==> config.mk <==
export PLATFORM = sky130hd
export DESIGN_NAME = spi_master_slave
export DESIGN_NICKNAME = d
export VERILOG_FILES = /design/src/rtl/spi_master_slave.sv
export SDC_FILE = /design/constraint.sdc
export NUM_CORES = 1
export LEC_CHECK = 0
export ABC_AREA = 1
export ABC_CLOCK_PERIOD_IN_PS = 4800
export CAP_MARGIN = 40
export CORE_ASPECT_RATIO = 1.5
export CORE_MARGIN = 1.5
export CORE_UTILIZATION = 55
export DETAILED_ROUTE_END_ITERATION = 10
export GPL_ROUTABILITY_DRIVEN = 0
export PLACE_DENSITY = 0.78
export SYNTH_ARGS = -nofsm -noshare
export SYNTH_HDL_FRONTEND = slang
export SYNTH_HIERARCHICAL = 1
export SYNTH_SLANG_ARGS = --single-unit
==> constraint.sdc <==
create_clock -name clk -period 4.8 [get_ports clk]
set_input_delay 0.96 -clock clk [delete_from_list [all_inputs] [get_ports clk]]
set_output_delay 0.96 -clock clk [all_outputs]
set_load 0.01 [all_outputs]
==> src/rtl/spi_master_slave.sv <==
// Full-duplex 8-bit SPI master/slave loopback pair sharing one clock domain.
// Define SPI_LSB_FIRST_EN to shift LSB first on both mosi and miso; default is MSB first.

package spi_master_slave_pkg;
    function automatic logic out_bit(input logic [7:0] v);
`ifdef SPI_LSB_FIRST_EN
        return v[0];
`else
        return v[7];
`endif
    endfunction

    function automatic logic [7:0] shift_out(input logic [7:0] v);
`ifdef SPI_LSB_FIRST_EN
        return {1'b0, v[7:1]};
`else
        return {v[6:0], 1'b0};
`endif
    endfunction

    function automatic logic [7:0] shift_in(input logic [7:0] v, input logic b);
`ifdef SPI_LSB_FIRST_EN
        return {b, v[7:1]};
`else
        return {v[6:0], b};
`endif
    endfunction
endpackage

module master #(
    parameter int SCLK_HALF = 4
) (
    input  logic       clk,
    input  logic       reset,
    input  logic       start,
    input  logic [1:0] mode,
    input  logic [7:0] data_tx,
    input  logic       miso,
    output logic       sclk,
    output logic       cs,
    output logic       mosi,
    output logic       done,
    output logic [7:0] data_rx
);
    import spi_master_slave_pkg::*;

    typedef enum logic [1:0] {IDLE, LOAD, XFER, FINISH} state_t;
    localparam int CW = $clog2(SCLK_HALF);
    localparam logic [CW-1:0] CNT_MAX = CW'(SCLK_HALF - 1);

    state_t        state_q, state_d;
    logic [CW-1:0] cnt_q, cnt_d;
    logic [4:0]    edge_q, edge_d;
    logic [7:0]    tx_q, tx_d, rx_q, rx_d, data_rx_q, data_rx_d;
    logic [1:0]    mode_q, mode_d;
    logic          start_prev_q;
    logic          sclk_q, sclk_d, cs_q, cs_d, mosi_q, mosi_d, done_q, done_d;
    logic          leading, sample, shift;

    // Leading edge leaves CPOL; CPHA picks whether it samples or shifts.
    assign leading = (sclk_q == mode_q[1]);
    assign sample  = leading ^ mode_q[0];
    assign shift   = !sample && !(!mode_q[0] && edge_q == 5'd15);

    always_comb begin
        state_d   = state_q;
        cnt_d     = cnt_q;
        edge_d    = edge_q;
        tx_d      = tx_q;
        rx_d      = rx_q;
        mode_d    = mode_q;
        sclk_d    = sclk_q;
        cs_d      = cs_q;
        mosi_d    = mosi_q;
        done_d    = 1'b0;
        data_rx_d = data_rx_q;
        case (state_q)
            IDLE: begin
                cs_d   = 1'b1;
                sclk_d = mode[1];
                if (start && !start_prev_q) begin
                    state_d = LOAD;
                    cs_d    = 1'b0;
                end
            end
            LOAD: begin
                tx_d    = data_tx;
                mode_d  = mode;
                cnt_d   = '0;
                edge_d  = '0;
                rx_d    = '0;
                state_d = XFER;
                if (!mode[0]) begin
                    mosi_d = out_bit(data_tx);
                    tx_d   = shift_out(data_tx);
                end
            end
            XFER: begin
                if (cnt_q == CNT_MAX) begin
                    cnt_d = '0;
                    if (edge_q == 5'd16) begin
                        state_d   = FINISH;
                        cs_d      = 1'b1;
                        done_d    = 1'b1;
                        data_rx_d = rx_q;
                    end else begin
                        sclk_d = ~sclk_q;
                        edge_d = edge_q + 5'd1;
                        if (sample) begin
                            rx_d = shift_in(rx_q, miso);
                        end else if (shift) begin
                            mosi_d = out_bit(tx_q);
                            tx_d   = shift_out(tx_q);
                        end
                    end
                end else begin
                    cnt_d = cnt_q + 1'b1;
                end
            end
            FINISH:  state_d = IDLE;
            default: state_d = IDLE;
        endcase
    end

    always_ff @(posedge clk or posedge reset) begin
        if (reset) begin
            state_q      <= IDLE;
            cnt_q        <= '0;
            edge_q       <= '0;
            tx_q         <= '0;
            rx_q         <= '0;
            mode_q       <= '0;
            start_prev_q <= 1'b0;
            sclk_q       <= 1'b0;
            cs_q         <= 1'b1;
            mosi_q       <= 1'b0;
            done_q       <= 1'b0;
            data_rx_q    <= '0;
        end else begin
            state_q      <= state_d;
            cnt_q        <= cnt_d;
            edge_q       <= edge_d;
            tx_q         <= tx_d;
            rx_q         <= rx_d;
            mode_q       <= mode_d;
            start_prev_q <= start;
            sclk_q       <= sclk_d;
            cs_q         <= cs_d;
            mosi_q       <= mosi_d;
            done_q       <= done_d;
            data_rx_q    <= data_rx_d;
        end
    end

    assign sclk    = sclk_q;
    assign cs      = cs_q;
    assign mosi    = mosi_q;
    assign done    = done_q;
    assign data_rx = data_rx_q;
endmodule

module slave (
    input  logic       clk,
    input  logic       reset,
    input  logic       sclk,
    input  logic       cs,
    input  logic       mosi,
    input  logic [1:0] mode,
    input  logic [7:0] data_tx_sl,
    output logic       miso,
    output logic       done_sl,
    output logic [7:0] data_rx_sl
);
    import spi_master_slave_pkg::*;

    logic       sclk_dly_q, cs_dly_q;
    logic [7:0] tx_q, tx_d, rx_q, rx_d, data_rx_sl_q, data_rx_sl_d;
    logic [3:0] bit_q, bit_d;
    logic [1:0] mode_q, mode_d;
    logic       miso_q, miso_d, done_sl_q, done_sl_d;
    logic       leading;

    // sclk already holds the new level here, so a leading edge is one away from CPOL.
    assign leading = (sclk != mode_q[1]);

    always_comb begin
        tx_d         = tx_q;
        rx_d         = rx_q;
        bit_d        = bit_q;
        mode_d       = mode_q;
        miso_d       = miso_q;
        done_sl_d    = 1'b0;
        data_rx_sl_d = data_rx_sl_q;
        if (!cs && cs_dly_q) begin
            tx_d   = data_tx_sl;
            rx_d   = '0;
            bit_d  = '0;
            mode_d = mode;
            if (!mode[0]) begin
                miso_d = out_bit(data_tx_sl);
                tx_d   = shift_out(data_tx_sl);
            end
        end else if (cs && !cs_dly_q) begin
            data_rx_sl_d = rx_q;
            done_sl_d    = 1'b1;
            miso_d       = 1'b0;
        end else if (!cs && sclk != sclk_dly_q) begin
            if (leading ^ mode_q[0]) begin
                if (bit_q != 4'd8) begin
                    rx_d  = shift_in(rx_q, mosi);
                    bit_d = bit_q + 4'd1;
                end
            end else if (!(!mode_q[0] && bit_q == 4'd8)) begin
                miso_d = out_bit(tx_q);
                tx_d   = shift_out(tx_q);
            end
        end
    end

    always_ff @(posedge clk or posedge reset) begin
        if (reset) begin
            sclk_dly_q   <= 1'b0;
            cs_dly_q     <= 1'b1;
            tx_q         <= '0;
            rx_q         <= '0;
            bit_q        <= '0;
            mode_q       <= '0;
            miso_q       <= 1'b0;
            done_sl_q    <= 1'b0;
            data_rx_sl_q <= '0;
        end else begin
            sclk_dly_q   <= sclk;
            cs_dly_q     <= cs;
            tx_q         <= tx_d;
            rx_q         <= rx_d;
            bit_q        <= bit_d;
            mode_q       <= mode_d;
            miso_q       <= miso_d;
            done_sl_q    <= done_sl_d;
            data_rx_sl_q <= data_rx_sl_d;
        end
    end

    assign miso       = miso_q;
    assign done_sl    = done_sl_q;
    assign data_rx_sl = data_rx_sl_q;
endmodule

module spi_master_slave #(
    parameter int SCLK_HALF = 4
) (
    input  logic       clk,
    input  logic       reset,
    input  logic       start,
    input  logic [1:0] mode,
    input  logic [7:0] data_tx,
    input  logic [7:0] data_tx_sl,
    output logic [7:0] data_rx,
    output logic [7:0] data_rx_sl,
    output logic       done,
    output logic       done_sl,
    output logic       sclk,
    output logic       cs,
    output logic       mosi,
    output logic       miso
);
    master #(.SCLK_HALF(SCLK_HALF)) u_master (
        .clk     (clk),
        .reset   (reset),
        .start   (start),
        .mode    (mode),
        .data_tx (data_tx),
        .miso    (miso),
        .sclk    (sclk),
        .cs      (cs),
        .mosi    (mosi),
        .done    (done),
        .data_rx (data_rx)
    );

    slave u_slave (
        .clk        (clk),
        .reset      (reset),
        .sclk       (sclk),
        .cs         (cs),
        .mosi       (mosi),
        .mode       (mode),
        .data_tx_sl (data_tx_sl),
        .miso       (miso),
        .done_sl    (done_sl),
        .data_rx_sl (data_rx_sl)
    );
endmodule

# After elaboration in Yosys (flattened, before gate mapping)
# Cells that the tools add are included.
# op_classes
eq_ne	25
n_mux	59
n_addsub	3
reduce_logical	33
bitwise	4
# op_table
operator	count
8-bit two-way mux	19
8-bit case mux with 2 select lines	2
1-bit two-way mux	21
4-bit two-way mux	5
2-bit by 1-bit != test with 1-bit output, second input constant	8
4-bit AND reduction	4
3-bit AND reduction	5
5-bit two-way mux	2
5-bit case mux with 2 select lines	1
2-bit nonzero test	5
2-bit two-way mux	4
2-bit != test, second input constant	4
2-bit case mux with 4 select lines	1
1-bit logical AND	7
1-bit logical NOT	7
2-bit equality test, second input constant	3
3-bit by 1-bit != test with 1-bit output, second input constant	2
1-bit case mux with 2 select lines	3
6-bit AND reduction	1
5-bit by 1-bit adder with 5-bit output, second input constant	1
5-bit by 4-bit equality test with 1-bit output, second input constant	1
5-bit equality test, second input constant	1
5-bit AND reduction	1
4-bit by 1-bit adder with 4-bit output, second input constant	1
other kinds (12)	15
# word_totals
register_bits	74

# Longest topological paths before layout
# logic_depth
word_depth	9
mapped_depth	11

# By module
# Netlist, hierarchy kept.
# by_module_without_submodules
mod	area_per_inst_um2	n_inst	seq_area_each_um2	cells_each
master	2090.8	1	1002.2	253
slave	1801.7	1	852.1	230

# Worst setup path before layout
# Ideal clock, no wire load.
# synth_timing
kind	input port to flip-flop
startpoint	input mode[0]
endpoint	register u_master.tx_q[1]
path_stages	7
t_arrival_ns	1.635
slack_ns	3.100
setup_time_ns	0.065
path_cell_list	clkbuf_2 > buf_2 > nand2_1 > o21ai_0 > o21ai_0 > nand3_1 > nand2_1
# synth_between
elab_chain_len	2
# synth_rtl
element	line	rtl
start: declaration	255	input logic [1:0] mode,
8-bit two-way mux	93	if (!mode[0]) begin
8-bit case mux with 2 select lines	77	case (state_q)
end signal: assignment	143	tx_q <= tx_d;
end: declaration	54	logic [7:0] tx_q, tx_d, rx_q, rx_d, data_rx_q, data_rx_d;
# No other way between the ends.
# A chain may end at the register's enable or synchronous reset.

# Worst setup path after layout
# layout_timing
startpoint	register u_master.cs_q (netlist: u_master/cs)
endpoint	output cs
# layout_lines
element	line	rtl
start: declaration	57	logic sclk_q, sclk_d, cs_q, cs_d, mosi_q, mosi_d, done_q, done_d;
start signal: assignment	148	cs_q <= cs_d;
end: declaration	263	output logic cs,
# No word-level cell between the ends.

==> summary.md <==
| Metric | Value |
|---|---|
| Vias in the first global route | `just over 3000` |
| Final Max Slew Viols | `0` |
| Worst-Skew Late Latency | `roughly 350 ps` |
| Die width | `between 70 and 80 µm` |
| GRT Util Overall | `0.230` |
| Routed WL per cell | `13.3 µm` |
| Cts bufs inserted | `9` |
| Filler Cell Count | `556` |
| Final setup vio count | `0` |
| Dpl hpwl | `5.67 mm` |
| Clk sink count | `74` |
| Fmax | `407 MHz` |
| Starting Density | `0.568` |
| First-pass GRT wire length | `roughly 14 mm` |
| Boundary pin count | `43` |
| Crit path DAT | `1500 ps` |
| Flop2flop setup slack | `between 2000 and 3000 ps` |
| Std-Cell Core Area | `6850 µm²` |
| Crit-path max cell delay | `approximately 600 ps` |
| # resized after CTS | `0` |
| Worst-margin pin slew | `about 810 ps` |
| Layout Utilization | `0.670` |
| TNS Setup | `0 ps` |
| Critical path type | `reg -> out` |
| Vias/cell | `~5.4` |
| Crit-path leading delay family | `flip-flops` |
| Total number of yosys warnings | `6` |
| Power density of the placed cells | `~630 nW/µm²` |
| Critical path capture point | `cs` |
| Routed vias | `between 3000 and 4000` |
| Hold Path Class | `reg -> reg` |
| Synth Cell Area | `between 3000 and 4000 µm²` |
| RSZ-0062 raised after global routing | `no` |
| Slowest cell on the critical path | `dfstp_2` |
| Initial antenna violation count | `0` |
| #FFs+latches synth | `74` |
| Antenna diodes | `0` |
| Die ar. | `roughly 7600 µm²` |
| Failing checks | `design-rule violations` |
| Crit Path Max Fanout | `5` |
| I/O Buffers | `42` |
| Global route overflow | `0` |
| CP Launch Point | `u_master/cs$_DFFE_PP1P_` |
| Netlist cell types | `35` |
| Area post-placement | `roughly 4400 µm²` |
| Hold path depth | `0` |
| Mapped Nets | `about 520` |
| Critical path launch point type | `register` |
| Synthesized area per cell | `8.06 µm²` |
| Area delta synth->final | `18.0%` |
| Worst Skew | `6.96 ps` |
| # H-tree levels | `3` |
| Hold buffers post-CTS | `0` |
| CP Capture Type | `output port` |
| Crit path time final | `2460 ps` |
| Reg2reg end | `u_master/tx_q[2]$_DFFE_PP0P_` |
| Static leakage | `approximately 2.3 nW` |
| Die Y | `roughly 110 µm` |
| Sequential Area | `1850 µm²` |
| Worst path buffer plus inverter count | `1` |
| CTS tree | `yes` |
| Placement row count | `37` |
| Fin. Hold Viols | `0` |
| Maximum VDD drop | `0.438 mV` |
| Final period utilization | `0.512` |
| Post-route cell area | `about 4600 µm²` |
| Register area share after synthesis | `0.476` |
| Synth Instances | `483` |
| Rel. slew slack | `0.461` |
| Worst-path clk slew | `about 80 ps` |
| Crit path depth | `1` |
| First-pass detailed-route iteration total | `10` |
| Nets | `558` |
| Max_cap viols | `0` |
| Worst R2R Path Depth | `7` |
| Worst r2r src | `u_master/state_q[0]$_DFFE_PP0P_` |
| Detailed Route WL | `8.09 mm` |
| Req. time, crit path | `around 3800 ps` |
| CTS root buffer | `clkbuf_8` |
| Postcts setup bufs | `0` |
| Post-DRT Antenna Nets | `0` |
| DRC | `1` |
| Area occupied by multi-input gates | `between 1500 and 2000 µm²` |
| Status | `finished, violations left` |
| Share of post-route cells with drive strength above 1 | `0.121` |
| Pin count of the biggest net entering global routing | `35` |
| DR iter-0 viols | `270` |
| Bufs on Longest Clock Path | `2` |
| Critical-path cell list | `clkdlybuf4s50_1` |
## Yosys cell counts
library cell / count / share of area
nand2_1: 164 / 0.16
dfrtp_1: 72 / 0.46
o21ai_0: 44 / 0.057
inv_1: 43 / 0.041
nand3_1: 34 / 0.044
nor2_1: 33 / 0.032
ha_1: 12 / 0.039
nand4_1: 10 / 0.016
o21ai_2: 10 / 0.022
nand2_2: 7 / 0.011
nand3_2: 7 / 0.018
a21oi_1: 6 / 0.0077
inv_2: 6 / 0.0058
buf_2: 5 / 0.0064
buf_4: 4 / 0.0077
buf_6: 4 / 0.012
clkbuf_1: 2 / 0.0019
dfstp_2: 2 / 0.014
nand2_4: 2 / 0.0058
a21boi_0: 1 / 0.0019
a21oi_2: 1 / 0.0023
buf_12: 1 / 0.0051
clkbuf_2: 1 / 0.0013
clkinv_2: 1 / 0.0013
inv_4: 1 / 0.0016
mux2_2: 1 / 0.0029
nand3_4: 1 / 0.0045
nand3b_1: 1 / 0.0019
nand4_2: 1 / 0.0032
nor2_2: 1 / 0.0016
nor2_4: 1 / 0.0029
o31ai_1: 1 / 0.0019
or2_2: 1 / 0.0016
xnor2_1: 1 / 0.0023
xor2_1: 1 / 0.0023
## placed cells by master, fill, tap and decap left out, drive strengths merged
master | Yosys | layout
nand2 | 173 | 173
dfrtp | 72 | 72
o21ai | 54 | 54
inv | 50 | 50
clkdlybuf4s50 | 0 | 42
nand3 | 42 | 42
nor2 | 35 | 35
ha | 12 | 12
nand4 | 11 | 11
clkbuf | 3 | 10
a21oi | 7 | 7
buf | 14 | 6
bufinv | 0 | 3
clkinv | 1 | 3
dfstp | 2 | 2
clkinvlp | 0 | 1
a21boi | 1 | 1
or2 | 1 | 1
nand3b | 1 | 1
mux2 | 1 | 1
o31ai | 1 | 1
xor2 | 1 | 1
xnor2 | 1 | 1
## cells by family after synthesis
logic type               synth area share
buffers and inverters              0.0842
AND/OR/NAND/NOR                     0.301
XOR/XNOR                          0.00450
multiplexers                      0.00289
AO/OA/AOI/OAI                      0.0929
adder cells (fa/ha/maj)            0.0386
flip-flops                          0.476
## flip-flops by register name, indices dropped and copies added, names as in the netlist, 2 cells and up
register,count
u_master/data_rx,8
u_master/rx_q,8
u_master/tx_q,8
u_slave/data_rx_sl,8
u_slave/rx_q,8
u_slave/tx_q,8
u_master/edge_q,5
u_slave/bit_q,4
u_master/cnt_q,2
u_master/mode_q,2
u_master/state_q,2
u_slave/mode_q,2
## worst min-delay path by stage
| stage | from | to |
|---|---|---|
| 2_1_floorplan | u_master/cs$_DFFE_PP1P_ | u_slave/cs_dly_q$_DFF_PP1_ |
| 3_3_place_gp | u_master/cs$_DFFE_PP1P_ | u_slave/cs_dly_q$_DFF_PP1_ |
| 3_5_place_dp | u_master/cs$_DFFE_PP1P_ | u_slave/cs_dly_q$_DFF_PP1_ |
| 4_1_cts | u_master/cs$_DFFE_PP1P_ | u_slave/cs_dly_q$_DFF_PP1_ |
| 5_1_grt | u_master/cs$_DFFE_PP1P_ | u_slave/cs_dly_q$_DFF_PP1_ |
| 6_report | u_master/cs$_DFFE_PP1P_ | u_slave/cs_dly_q$_DFF_PP1_ |
## metrics by stage
stage / instances / hold slack (ps) / power [W] / setup WS, ps
floorplan: 483 / 399 / 0.00203 / 2920
global placement: 590 / 405 / 0.00223 / 2120
detailed placement: 592 / 405 / 0.00229 / 2070
CTS: 608 / 426 / 0.00289 / 2320
global route: 608 / 432 / 0.00310 / 2230
finish: 608 / 422 / 0.00288 / 2340
## metal layers
layer  part of all wire  vias up  routed length, µm  global-route usage
met5                  0        -                  0                   0
met4              0.014        0                117              0.0809
met3              0.039       13                312              0.0531
met2               0.54       84               4340               0.402
met1               0.41     1548               3320               0.272
li1                   -     1619                  -                   -
## where the power goes
part / total [W] / internal, W / switching, W
registers: 0.000960 / 0.000828 / 0.000132
clock network: 0.000586 / 0.000347 / 0.000238
logic: 0.00133 / 0.000447 / 0.000887
total: 0.00288 / 0.00162 / 0.00126
## final cells by class
class / instances / area share
Clock buffer: 10 / 0.0278
Clock inverter: 6 / 0.0251
Inverter: 51 / 0.0425
Multi-Input combinational cell: 341 / 0.372
Sequential cell: 74 / 0.404
Tap cell: 78 / 0.0212
Timing Repair Buffer: 48 / 0.107
(Power assumes the default switching activity.)
